## src/rtl/vedic_divider_16x8_seq.sv

```systemverilog
// Sequential radix-2 restoring divider, N_W-bit dividend / D_W-bit divisor, one quotient bit per clock.
// Define VEDIC_DIV_SIGNED_EN for two's-complement operands (magnitude core plus one sign fix-up cycle).
module vedic_divider_16x8_seq #(
    parameter int N_W = 16,
    parameter int D_W = 8
) (
    input  logic           clk,
    input  logic           rst_n,
    input  logic           in_valid,
    output logic           in_ready,
    input  logic [N_W-1:0] dividend,
    input  logic [D_W-1:0] divisor,
    output logic           out_valid,
    input  logic           out_ready,
    output logic [N_W-1:0] quotient,
    output logic [D_W-1:0] remainder,
    output logic           div_by_zero
);
    localparam int CW = (N_W > 1) ? $clog2(N_W) : 1;

    typedef enum logic [1:0] {IDLE, CALC, FIX, DONE} state_t;

    typedef struct packed {
        logic [N_W-1:0] mag_n;
        logic [D_W-1:0] mag_d;
        logic           neg_n;
        logic           neg_d;
    } req_t;

    state_t         state;
    logic [D_W-1:0] rem_r;
    logic [N_W-1:0] quo_r;
    logic [D_W-1:0] div_r;
    logic [CW-1:0]  cnt;
    logic           iter_done;
    logic           dz_r;
    req_t           req;

`ifdef VEDIC_DIV_SIGNED_EN
    logic q_neg;
    logic r_neg;

    assign req.neg_n = dividend[N_W-1];
    assign req.neg_d = divisor[D_W-1];
    assign req.mag_n = req.neg_n ? -dividend : dividend;
    assign req.mag_d = req.neg_d ? -divisor  : divisor;
`else
    assign req.neg_n = 1'b0;
    assign req.neg_d = 1'b0;
    assign req.mag_n = dividend;
    assign req.mag_d = divisor;
`endif

    // Working partial remainder is D_W+1 bits: shifted value can reach 2*divisor-1.
    logic [D_W:0]   shifted;
    logic           fits;
    logic [D_W-1:0] diff;

    assign shifted = {rem_r, quo_r[N_W-1]};
    assign fits    = (shifted >= {1'b0, div_r});
    assign diff    = shifted[D_W-1:0] - div_r;

    always_ff @(posedge clk or negedge rst_n) begin
        if (!rst_n) begin
            state       <= IDLE;
            in_ready    <= 1'b1;
            out_valid   <= 1'b0;
            quotient    <= '0;
            remainder   <= '0;
            div_by_zero <= 1'b0;
            rem_r       <= '0;
            quo_r       <= '0;
            div_r       <= '0;
            cnt         <= '0;
            iter_done   <= 1'b0;
            dz_r        <= 1'b0;
`ifdef VEDIC_DIV_SIGNED_EN
            q_neg       <= 1'b0;
            r_neg       <= 1'b0;
`endif
        end else begin
            case (state)
                IDLE: begin
                    if (in_valid) begin
                        in_ready  <= 1'b0;
                        rem_r     <= '0;
                        cnt       <= CW'(N_W - 1);
                        iter_done <= 1'b0;
                        dz_r      <= (divisor == '0);
                        div_r     <= req.mag_d;
                        // Raw dividend kept for divide-by-zero so its low byte becomes the remainder.
                        quo_r     <= (divisor == '0) ? dividend : req.mag_n;
`ifdef VEDIC_DIV_SIGNED_EN
                        q_neg     <= req.neg_n ^ req.neg_d;
                        r_neg     <= req.neg_n;
`endif
                        state     <= CALC;
                    end
                end
                CALC: begin
                    if (dz_r) begin
                        quotient    <= '1;
                        remainder   <= quo_r[D_W-1:0];
                        div_by_zero <= 1'b1;
                        out_valid   <= 1'b1;
                        state       <= DONE;
                    end else if (!iter_done) begin
                        rem_r <= fits ? diff : shifted[D_W-1:0];
                        quo_r <= {quo_r[N_W-2:0], fits};
                        if (cnt == '0) iter_done <= 1'b1;
                        else           cnt       <= cnt - 1'b1;
                    end else begin
`ifdef VEDIC_DIV_SIGNED_EN
                        state <= FIX;
`else
                        quotient    <= quo_r;
                        remainder   <= rem_r;
                        div_by_zero <= 1'b0;
                        out_valid   <= 1'b1;
                        state       <= DONE;
`endif
                    end
                end
`ifdef VEDIC_DIV_SIGNED_EN
                FIX: begin
                    // Truncate toward zero; remainder follows dividend sign.
                    quotient    <= q_neg ? -quo_r : quo_r;
                    remainder   <= r_neg ? -rem_r : rem_r;
                    div_by_zero <= 1'b0;
                    out_valid   <= 1'b1;
                    state       <= DONE;
                end
`endif
                DONE: begin
                    if (out_ready) begin
                        out_valid <= 1'b0;
                        in_ready  <= 1'b1;
                        state     <= IDLE;
                    end
                end
                default: begin
                    state    <= IDLE;
                    in_ready <= 1'b1;
                end
            endcase
        end
    end
endmodule
```

## config.mk

```make
export PLATFORM = sky130hd
export DESIGN_NAME = vedic_divider_16x8_seq
export DESIGN_NICKNAME = d
export VERILOG_FILES = /design/src/rtl/vedic_divider_16x8_seq.sv
export SDC_FILE = /design/constraint.sdc
export NUM_CORES = 1
export LEC_CHECK = 0
export BUFFER_PORTS_ARGS = -buffer_cell sky130_fd_sc_hd__buf_2
export CORE_UTILIZATION = 42
export CTS_BUF_LIST = sky130_fd_sc_hd__clkbuf_16
export CTS_CLUSTER_DIAMETER = 80
export CTS_CLUSTER_SIZE = 12
export DETAILED_ROUTE_END_ITERATION = 7
export GPL_TIMING_DRIVEN = 0
export SYNTH_ARGS = -nofsm -noshare
export SYNTH_HDL_FRONTEND = slang
export SYNTH_SLANG_ARGS = --single-unit
```

## constraint.sdc

```tcl
create_clock -name clk -period 3.63 [get_ports clk]
set_input_delay 0.363 -clock clk [delete_from_list [all_inputs] [get_ports clk]]
set_output_delay 0.363 -clock clk [all_outputs]
set_load 0.1 [all_outputs]
```

After elaboration in Yosys (flattened, before gate mapping)
Cells that the tools add are included.

Flip-flop bits (word level): 67. Output and inout bits: 27. Input bits: 28. Logic and storage cells: 74.

Eq/ne operators: 8. Bitwise gates (word level): 1. Mux-type cells: 36. Reductions and logical operators: 14. $lt $le $gt $ge: 1. Add/sub/neg operators: 2.

Operators by type and width (count): $mux 16 (5); $mux 8 (6); $pmux 16 s2 (1); $mux 4 (4); $pmux 8 s2 (1); $reduce_and 3->1 (4); $mux 1 (10); $ne 2x2->1 const B (5); $ge 9x8->1 (1); $logic_not 8->1 (1); $mux 2 (4); $pmux 4 s2 (1); $sub 8x8->8 (1); $pmux 2 s3 (1); $reduce_bool 2->1 (3); $reduce_and 5->1 (1); $logic_not 4->1 (1); $pmux 1 s2 (2); $reduce_and 2->1 (2); $reduce_and 4->1 (1); $sub 4x1->4 const B (1); $ne 3x3->1 const B (1); $pmux 1 s3 (1); $eq 2x1->1 const B (1); other kinds (3) (3).

Depth between registers and ports, before layout
Gate-level depths: netlist of the first run.

Word-level depth: 5. Gate-level depth with buffers: 9. Mapped depth without buffers: 8.

Worst setup path after synthesis of the first run
No wires, ideal clock.

Path type: reg-to-reg. Start: register rem_r[4]. End: register rem_r[1]. Setup time: 0.126 ns. Required time: 3.504 ns. Setup slack: 1.771 ns. Buffers on the path: 2. Period minus slack after synthesis: 1.859 ns. Cell stages (with the launch flop): 9. Arrival time: 1.733 ns. Path through: dfrtp_1 -> ha_1 -> clkbuf_1 -> nand3_1 -> o221ai_1 -> a21o_1 -> buf_4 -> nor3_1 -> a221o_1.

Longest elaborated chain between the ends: 5.

RTL lines: from (decl) (line 31) `logic [D_W-1:0] rem_r;`; from (signal assigned) (line 108) `rem_r <= fits ? diff : shifted[D_W-1:0];`; $ge 9x8->1 (line 60) `assign fits = (shifted >= {1'b0, div_r});`; $mux 8 (line 108); $mux 8 (line 107) `end else if (!iter_done) begin`; $mux 8 (line 101) `if (dz_r) begin`; $pmux 8 s2 (line 82) `case (state)`.

Every way passes these cells. The select of a mux whose other input is x is not followed. A chain may end at the register's enable or synchronous reset.

Worst setup path after layout of the first run
Start: register rem_r[4]. End: register rem_r[4].

Same word-level chain as after synthesis.

==> summary.txt, run 1 <==
die height = 91.2 um
setup ws final = 1480 ps
Reg2Reg Depth = 8
CTS Hold Bufs = 0
Synth cell types = 43
Die ar. = 8320 um2
CP Data Required Time = 3820 ps
Via density = 5.05
Mapped Cells = 378
Async SR Flop Fraction = 100%
kind of critical path = reg2reg
CP max stage cell = dfrtp_1
Max FO, Critical Path = 10
Max-Cap Viols = 0
Worst path top cell family by delay = buffers and inverters
clk_skew = 5.97 ps
IO Port Bufs = 54
fin area = 4060 um2
DR iter-0 viols = 102
# H-tree levels = 3
worst-margin pin slew = 831 ps
Final Cycle Share = 59.3%
FF-to-FF setup slack = 1480 ps
part of the Yosys area used for sequential elements = 50.2%
Routability Congestion = 0.812
fmax = 0.465 GHz
clock insertion delay at the later pin of the skew report = 320 ps
largest net degree at the start of global routing = 68
post-layout util = 52.5%
CTS tree = yes
Syn Nets = 416
wire per inst = 14.1 um
Setup WS pre-CTS = 1480 ps
ys flop type = dfrtp_1
RSZ-0062 raised after global routing = false
Post-Route WL = 7.72 mm
Resized cells post-CTS = 0
critical path, cell by cell = ha_1, clkbuf_1, nand3_1, o221ai_1, a21o_1, buf_4, mux2i_1, o22ai_1
total track usage = 20.3%
initial antenna violation count = 0
vias in the first global route = 2723
CTS buffer count = 9
status = finished clean
IO Count = 55
Worst setup SP type = flop
CP max stage delay = 420 ps
Post-DP HPWL = 5.55 mm
core area = 7730 um2
Max-slew headroom = 44.6%
Period minus WS final = 2150 ps
fin. max-slew vios = 0
Overflow after GRT = 0
Reg2Reg Capture Point = rem_r[4]
Post-synth EDFFs = 0
Fin. Hold Viols = 0
Vias = 2775
root buffer selected by CTS = clkbuf_16
clk slew on worst S/H paths = 60 ps
FF-to-FF Start = rem_r[4]
fin nets = 481
critical path capture point type = flop
FP Rows = 32
worst path arrival time = 2340 ps
Ys Warns = 0
DR pass1 iterations = 4
# setup viols final = 0
layout cell share with drive strength beyond 1 = 19.0%
Seq cells post-synth = 67
Syn Area/Cell = 8.85 um2
# clock sinks = 67
Syn-to-layout area delta = 21.4%
Post-CTS Setup Bufs = 0
die width = 91.2 um
diode count = 0
Hold WC Path Type = in2async
clock buffer depth = 2
DRC Markers = 0
post-route ant nets = 0
dpl cell area = 3740 um2
CP Buf/Inv Count = 2
Mapped Area = 3340 um2
Initial Util = 43.3%
setup_tns = 0 ps
global-route wire length before repair = 13.1 mm
registers in the layout (all words and copies together), names as in the netlist, 2 cells and up:
register and count:
quotient 16, quo_r 16, cnt 4, state 2, rem_r 8, div_r 8, remainder 8
routing by layer:
metal  vias to the layer above  track usage, %  share of wire, %
met5                         -               0                 0
met4                         0            6.22               1.3
met3                         8            4.36               3.5
met2                        53            32.7                49
met1                      1300            27.3                47
li1                       1414               -                 -
cell usage after synthesis, drive strengths merged (2+ instances only):
| master | n | area, um2 |
|---|---|---|
| xnor2 | 2 | 17.5 |
| inv | 16 | 60.1 |
| nor3 | 3 | 15.0 |
| a211oi | 2 | 15.0 |
| nand2b | 6 | 37.5 |
| o21ai | 43 | 215 |
| nor2b | 3 | 18.8 |
| a21o | 3 | 22.5 |
| o22ai | 2 | 12.5 |
| nor2 | 48 | 180 |
| o31ai | 2 | 15.0 |
| ha | 9 | 113 |
| nor4 | 2 | 12.5 |
| mux2i | 11 | 110 |
| nand2 | 80 | 303 |
| xor2 | 4 | 35.0 |
| a31oi | 15 | 93.8 |
| dfrtp | 66 | 1650 |
| buf | 10 | 71.3 |
| a21oi | 16 | 91.3 |
| nand3 | 8 | 40.0 |
| mux2 | 2 | 22.5 |
| clkbuf | 10 | 37.5 |
area by class of cell:
type	instances	area, um2
buffer	20	109
clock buffer	9	225
clock inverter	6	90.1
fill	743	3670
inverter	16	60.1
multi-input combinational	275	1500
sequential	67	1680
tap	102	128
timing repair buffer	54	273
cell families after synthesis:
logic type | share of synthesized area (%)
compound gates | 15.8
xor+xnor | 1.57
fa+ha+maj | 3.97
buf+inv | 5.05
flops | 50.2
mux | 3.97
simple gates | 19.5
worst register-to-register path: stages, from the launching register on:
cell and delay (ps):
dfrtp_1 420, ha_1 290, clkbuf_1 280, nand3_1 160, o221ai_1 190, a21o_1 180
buf_4 200, mux2i_1 210, o22ai_1 90
how the worst max path moves through the flow:
stage / start / to / slack, ps / depth (start not counted)
floorplan: rem_r[4] / rem_r[1] / 1770 / 8
global placement: rem_r[4] / rem_r[1] / 1470 / 8
detailed placement: rem_r[4] / rem_r[1] / 1480 / 8
CTS: rem_r[4] / rem_r[4] / 1470 / 8
global route: rem_r[4] / rem_r[4] / 1320 / 8
finish: rem_r[4] / rem_r[4] / 1480 / 8
layout by cell type, fill, tap and decap left out, drive strengths merged, types with 2 or more instances in the layout:
cell / count
a31oi: 15
nor3: 3
o22ai: 2
xnor2: 2
xor2: 4
a21o: 3
clkinv: 3
inv: 17
clkbuf: 19
nor4: 2
nand2b: 6
nor2: 48
nor2b: 3
nand3: 8
mux2: 2
o21ai: 43
a211oi: 2
mux2i: 11
o31ai: 2
bufinv: 2
ha: 9
buf: 64
a21oi: 16
dfrtp: 66
nand2: 80
metrics by stage:
step                cells  hold slack, ps
floorplan             378            67.4
global route          549             207
finish                549             136
global placement      534             458
CTS                   549             177
detailed placement    534             466
Power of run 1 is not shown: default switching activity piles up to over one toggle a cycle in this logic, so the estimate is an artifact.
==> run 2, diff against run 1 <==
--- a/config.mk
+++ b/config.mk
@@ -5,6 +5,7 @@
 export SDC_FILE = /design/constraint.sdc
 export NUM_CORES = 1
 export LEC_CHECK = 0
+export ABC_AREA = 1
 export BUFFER_PORTS_ARGS = -buffer_cell sky130_fd_sc_hd__buf_2
 export CORE_UTILIZATION = 42
 export CTS_BUF_LIST = sky130_fd_sc_hd__clkbuf_16
==> constraint.sdc (replaced) <==
create_clock -name clk -period 1.72 [get_ports clk]
set_input_delay 0.172 -clock clk [delete_from_list [all_inputs] [get_ports clk]]
set_output_delay 0.172 -clock clk [all_outputs]
set_load 0.1 [all_outputs]
==> summary.txt, run 2 <==
# H-tree levels = 3
layout cell share with drive strength beyond 1 = 30.1%
critical path capture point type = flop
most frequent cells in the layout = nand2_1, dfrtp_1, buf_2, o21ai_0, inv_1
fin nets = 554
Via density = 5.03
worst path arrival time = 1880 ps
die width = 92.6 um
wire per inst = 14.1 um
global-route wire length before repair = 14.3 mm
RSZ-0062 raised after global routing = true
CTS buffer count = 9
cell total after placement = 592
Max FO, Critical Path = 8
final std cells w/o fill = 623
IO Count = 55
Final Cycle Share = 96.6%
kind of critical path = reg2reg
top-area cell type share of the netlist area = 47.9%
status = finished clean
post-synth top area cell = dfrtp_1
Routability Congestion = 0.855
CP Data Required Time = 1940 ps
fmax = 0.602 GHz
IO Port Bufs = 54
Post-Route WL = 8.75 mm
Post-DP HPWL = 6.10 mm
fin. max-slew vios = 0
dominant cells by area after synthesis = dfrtp_1, nand2_1, o21ai_0
Fin. Hold Viols = 0
# setup viols final = 0
FF-to-FF setup slack = 60 ps
Max-Cap Viols = 0
diode count = 0
die height = 92.6 um
# clock sinks = 67
clk slew on worst S/H paths = 60 ps
total track usage = 21.6%
clk_skew = 6.67 ps
clock buffer depth = 2
FP Rows = 32
DRC Markers = 0
DR pass1 iterations = 4
Synth cell types = 37
Async SR Flop Fraction = 100%
Ys Warns = 0
CTS tree = yes
Post-synth EDFFs = 0
Syn Nets = 474
worst-margin pin slew = 833 ps
Top Registers = quo_r x16, quotient x16
Period minus WS final = 1660 ps
ys flop type = dfrtp_1
Initial Util = 43.9%
Seq cells post-synth = 67
Vias = 3136
clock insertion delay at the later pin of the skew report = 330 ps
post-route ant nets = 0
largest net degree at the start of global routing = 68
vias in the first global route = 2980
root buffer selected by CTS = clkbuf_16
part of the Yosys area used for sequential elements = 48.7%
Overflow after GRT = 0
DR iter-0 viols = 229
Mapped Cells = 436
core area = 7850 um2
Syn-to-layout area delta = 31.5%
initial antenna violation count = 0
most frequent cells after synthesis = nand2_1, dfrtp_1, o21ai_0
Die ar. = 8570 um2
Max-slew headroom = 44.5%
Mapped Area = 3450 um2
Hold WC Path Type = in2reg
most common cell after layout, fill and taps aside = nand2_1
Syn Area/Cell = 7.91 um2
Worst setup SP type = flop
most instantiated library cell after synthesis = nand2_1
run 2: changes by cell type after synthesis, sizes merged, moves of 10 or more:
| cell | previous run | this run |
|---|---|---|
| nand3 | 8 | 28 |
| nand2 | 80 | 164 |
| mux2i | 11 | 0 |
| a21oi | 16 | 6 |
| inv | 16 | 39 |
| nor2 | 48 | 31 |
run 2: cell type report:
type	count	area, um2
timing repair buffer	69	408
inverter	41	161
clock inverter	7	75.1
sequential	67	1680
buffer	15	86.3
multi-input combinational	313	1770
fill	753	3320
tap	102	128
clock buffer	9	225
run 2: through the flow:
step	utilization [%]	setup slack (ps)	hold slack, ps	cell area [um2]	setup TNS, ps
6_report	57.7	58.0	55.9	4530	0
5_1_grt	57.7	-67.3	87.2	4530	-391
4_1_cts	54.5	1.81	57.7	4280	0
3_5_place_dp	49.0	-315	335	3850	-2630
3_3_place_gp	49.0	-257	398	3840	-2090
2_1_floorplan	-	102	-124	3450	0
run 2: cells by family (layout without fill, tap and decap cells):
| kind of cell | after synthesis | count (layout) | synth area share [%] |
|---|---|---|---|
| AO/OA/AOI/OAI | 65 | 65 | 10.3 |
| adder cells (fa/ha/maj) | 10 | 10 | 3.85 |
| flip-flops | 67 | 67 | 48.7 |
| XOR/XNOR | 4 | 4 | 1.02 |
| AND/OR/NAND/NOR | 234 | 234 | 29.0 |
| buffers and inverters | 56 | 141 | 7.19 |
run 2: metal layers:
metal  GRT usage (%)  routed length [um]
met3            2.71                 345
met1            29.9                4200
met4            7.81                 127
met2            34.8                4080
met5               0                   0
run 2: what timing repair did:
action,in CTS,in global routing
pin swaps,2,18
hold buffers,1,0
hold endpoints to repair,66,0
setup endpoints to repair,9,20
buffers inserted,3,11
resized for setup,15,43
run 2: critical path, stage by stage, from the launching register on:
cell     delay [ps]
dfrtp_2         430
ha_4            270
nand2_2          60
nand2_2          70
a21oi_4         160
inv_2            70
a21oi_4         140
buf_12          140
nand3_1          70
nand3_1          90
nand2_1          60
run 2: final timing paths:
path                       cells past startpoint          from           end
max                                           10      rem_r[5]      rem_r[1]
min                                            3    divisor[0]      div_r[0]
max reg2reg                                   10      rem_r[5]      rem_r[1]
min reg2reg                                    2  remainder[6]  remainder[6]
max in group asynchronous                      2         rst_n      state[0]
min in group asynchronous                      2         rst_n   quotient[4]
Power of run 2 is left out for the same reason.
==> run 3, diff against run 2 <==
--- a/config.mk
+++ b/config.mk
@@ -13,6 +13,7 @@
 export CTS_CLUSTER_SIZE = 12
 export DETAILED_ROUTE_END_ITERATION = 7
 export GPL_TIMING_DRIVEN = 0
+export MAX_ROUTING_LAYER = met4
 export SYNTH_ARGS = -nofsm -noshare
 export SYNTH_HDL_FRONTEND = slang
 export SYNTH_SLANG_ARGS = --single-unit
==> summary.txt, run 3 (synthesis gave the netlist of run 2 again) <==
status = finished clean
clock buffer depth = 2
worst path arrival time = 1890 ps
largest net degree at the start of global routing = 68
most common cell after layout, fill and taps aside = nand2_1
Final Cycle Share = 97.6%
# H-tree levels = 3
initial antenna violation count = 0
critical path capture point type = flop
Fin. Hold Viols = 0
DR pass1 iterations = 4
DR iter-0 viols = 201
# setup viols final = 0
fin. max-slew vios = 0
post-layout util = 58.2%
Max-Cap Viols = 0
die width = 92.6 um
core area = 7850 um2
diode count = 0
Max FO, Critical Path = 8
Hold WC Path Type = in2reg
kind of critical path = reg2reg
IO Count = 55
worst-margin pin slew = 863 ps
IO Port Bufs = 54
# clock sinks = 67
FP Rows = 32
post-route ant nets = 0
root buffer selected by CTS = clkbuf_16
wire per inst = 14.4 um
Vias = 3149
Max-slew headroom = 42.4%
clock insertion delay at the later pin of the skew report = 330 ps
DRC Markers = 0
layout cell share with drive strength beyond 1 = 31.4%
fin nets = 559
CTS tree = yes
Initial Util = 43.9%
final std cells w/o fill = 628
global-route wire length before repair = 14.8 mm
Period minus WS final = 1680 ps
Routability Congestion = 0.856
Top Registers = quo_r x16, quotient x16
vias in the first global route = 3057
Post-DP HPWL = 6.16 mm
Post-Route WL = 9.06 mm
Overflow after GRT = 0
Via density = 5.01
total track usage = 23.0%
fmax = 0.595 GHz
Syn-to-layout area delta = 32.5%
cell total after placement = 592
final hold slack = 64.9 ps
CTS buffer count = 9
Worst setup SP type = flop
clk_skew = 5.94 ps
clk slew on worst S/H paths = 50 ps
Die ar. = 8570 um2
RSZ-0062 raised after global routing = true
die height = 92.6 um
CP Data Required Time = 1930 ps
most frequent cells in the layout = nand2_1, dfrtp_1, buf_2, o21ai_0, inv_1
## run 3: cell types whose count changed in the layout (fill, tap and decap cells not counted), moves of 2 or more
cell,change
dfrtp_2,+2
inv_6,-3
buf_4,+7
nand2_4,+2
nand2_1,-2
dfrtp_1,-2
buf_2,-2
## run 3: layout make-up
class / instances / area (um2)
buffer: 15 / 91.3
clock buffer: 9 / 225
clock inverter: 7 / 61.3
multi-input combinational: 313 / 1770
sequential: 67 / 1680
fill: 768 / 3280
inverter: 41 / 164
timing repair buffer: 74 / 442
tap: 102 / 128
## run 3: metrics by stage
step	setup WS, ps	setup TNS (ps)	cell area, um2
finish	40.5	0	4570
global route	-38.1	-240	4570
CTS	0.959	0	4270
detailed placement	-267	-2260	3850
global placement	-250	-2060	3840
floorplan	102	0	3450
## run 3: path summary, 6_finish.rpt
kind | startpoint | end | slack, ps | depth (start not counted)
setup / recovery | div_r[6] | rem_r[6] | 40 | 11
hold / removal | divisor[0] | div_r[0] | 60 | 3
setup reg to reg | div_r[6] | rem_r[6] | 40 | 11
hold reg to reg | quotient[8] | quotient[8] | 470 | 2
max in group asynchronous | rst_n | rem_r[4] | 580 | 2
min in group asynchronous | rst_n | quotient[4] | 490 | 2
## run 3: metal layers
| layer | share of wire, % | track usage [%] |
|---|---|---|
| met1 | 47 | 30.7 |
| met3 | 4.3 | 5.09 |
| met5 | 0 | - |
| met4 | 1.7 | 6.90 |
| met2 | 46 | 35.1 |
## run 3: critical path, stage by stage, from the launching register on
cell and delay, ps:
dfrtp_1 370, inv_2 90, ha_4 230, nand2_2 70, nand2_2 60, a21oi_2 180, inv_2 60, a21oi_4 140
buf_12 150, nand3_2 60, nand3_1 90, nand2_1 60
## run 3: what timing repair did
| action | 4_1_cts | 5_1_grt |
|---|---|---|
| endpoints found under the setup margin | 9 | 26 |
| hold buffers | 1 | 0 |
| hold endpoints to repair | 52 | 0 |
| pin swaps | 2 | 18 |
| gates resized for setup | 17 | 51 |
| gates cloned | 0 | 1 |
| setup buffers | 2 | 16 |
Power of run 3 is left out for the same reason.
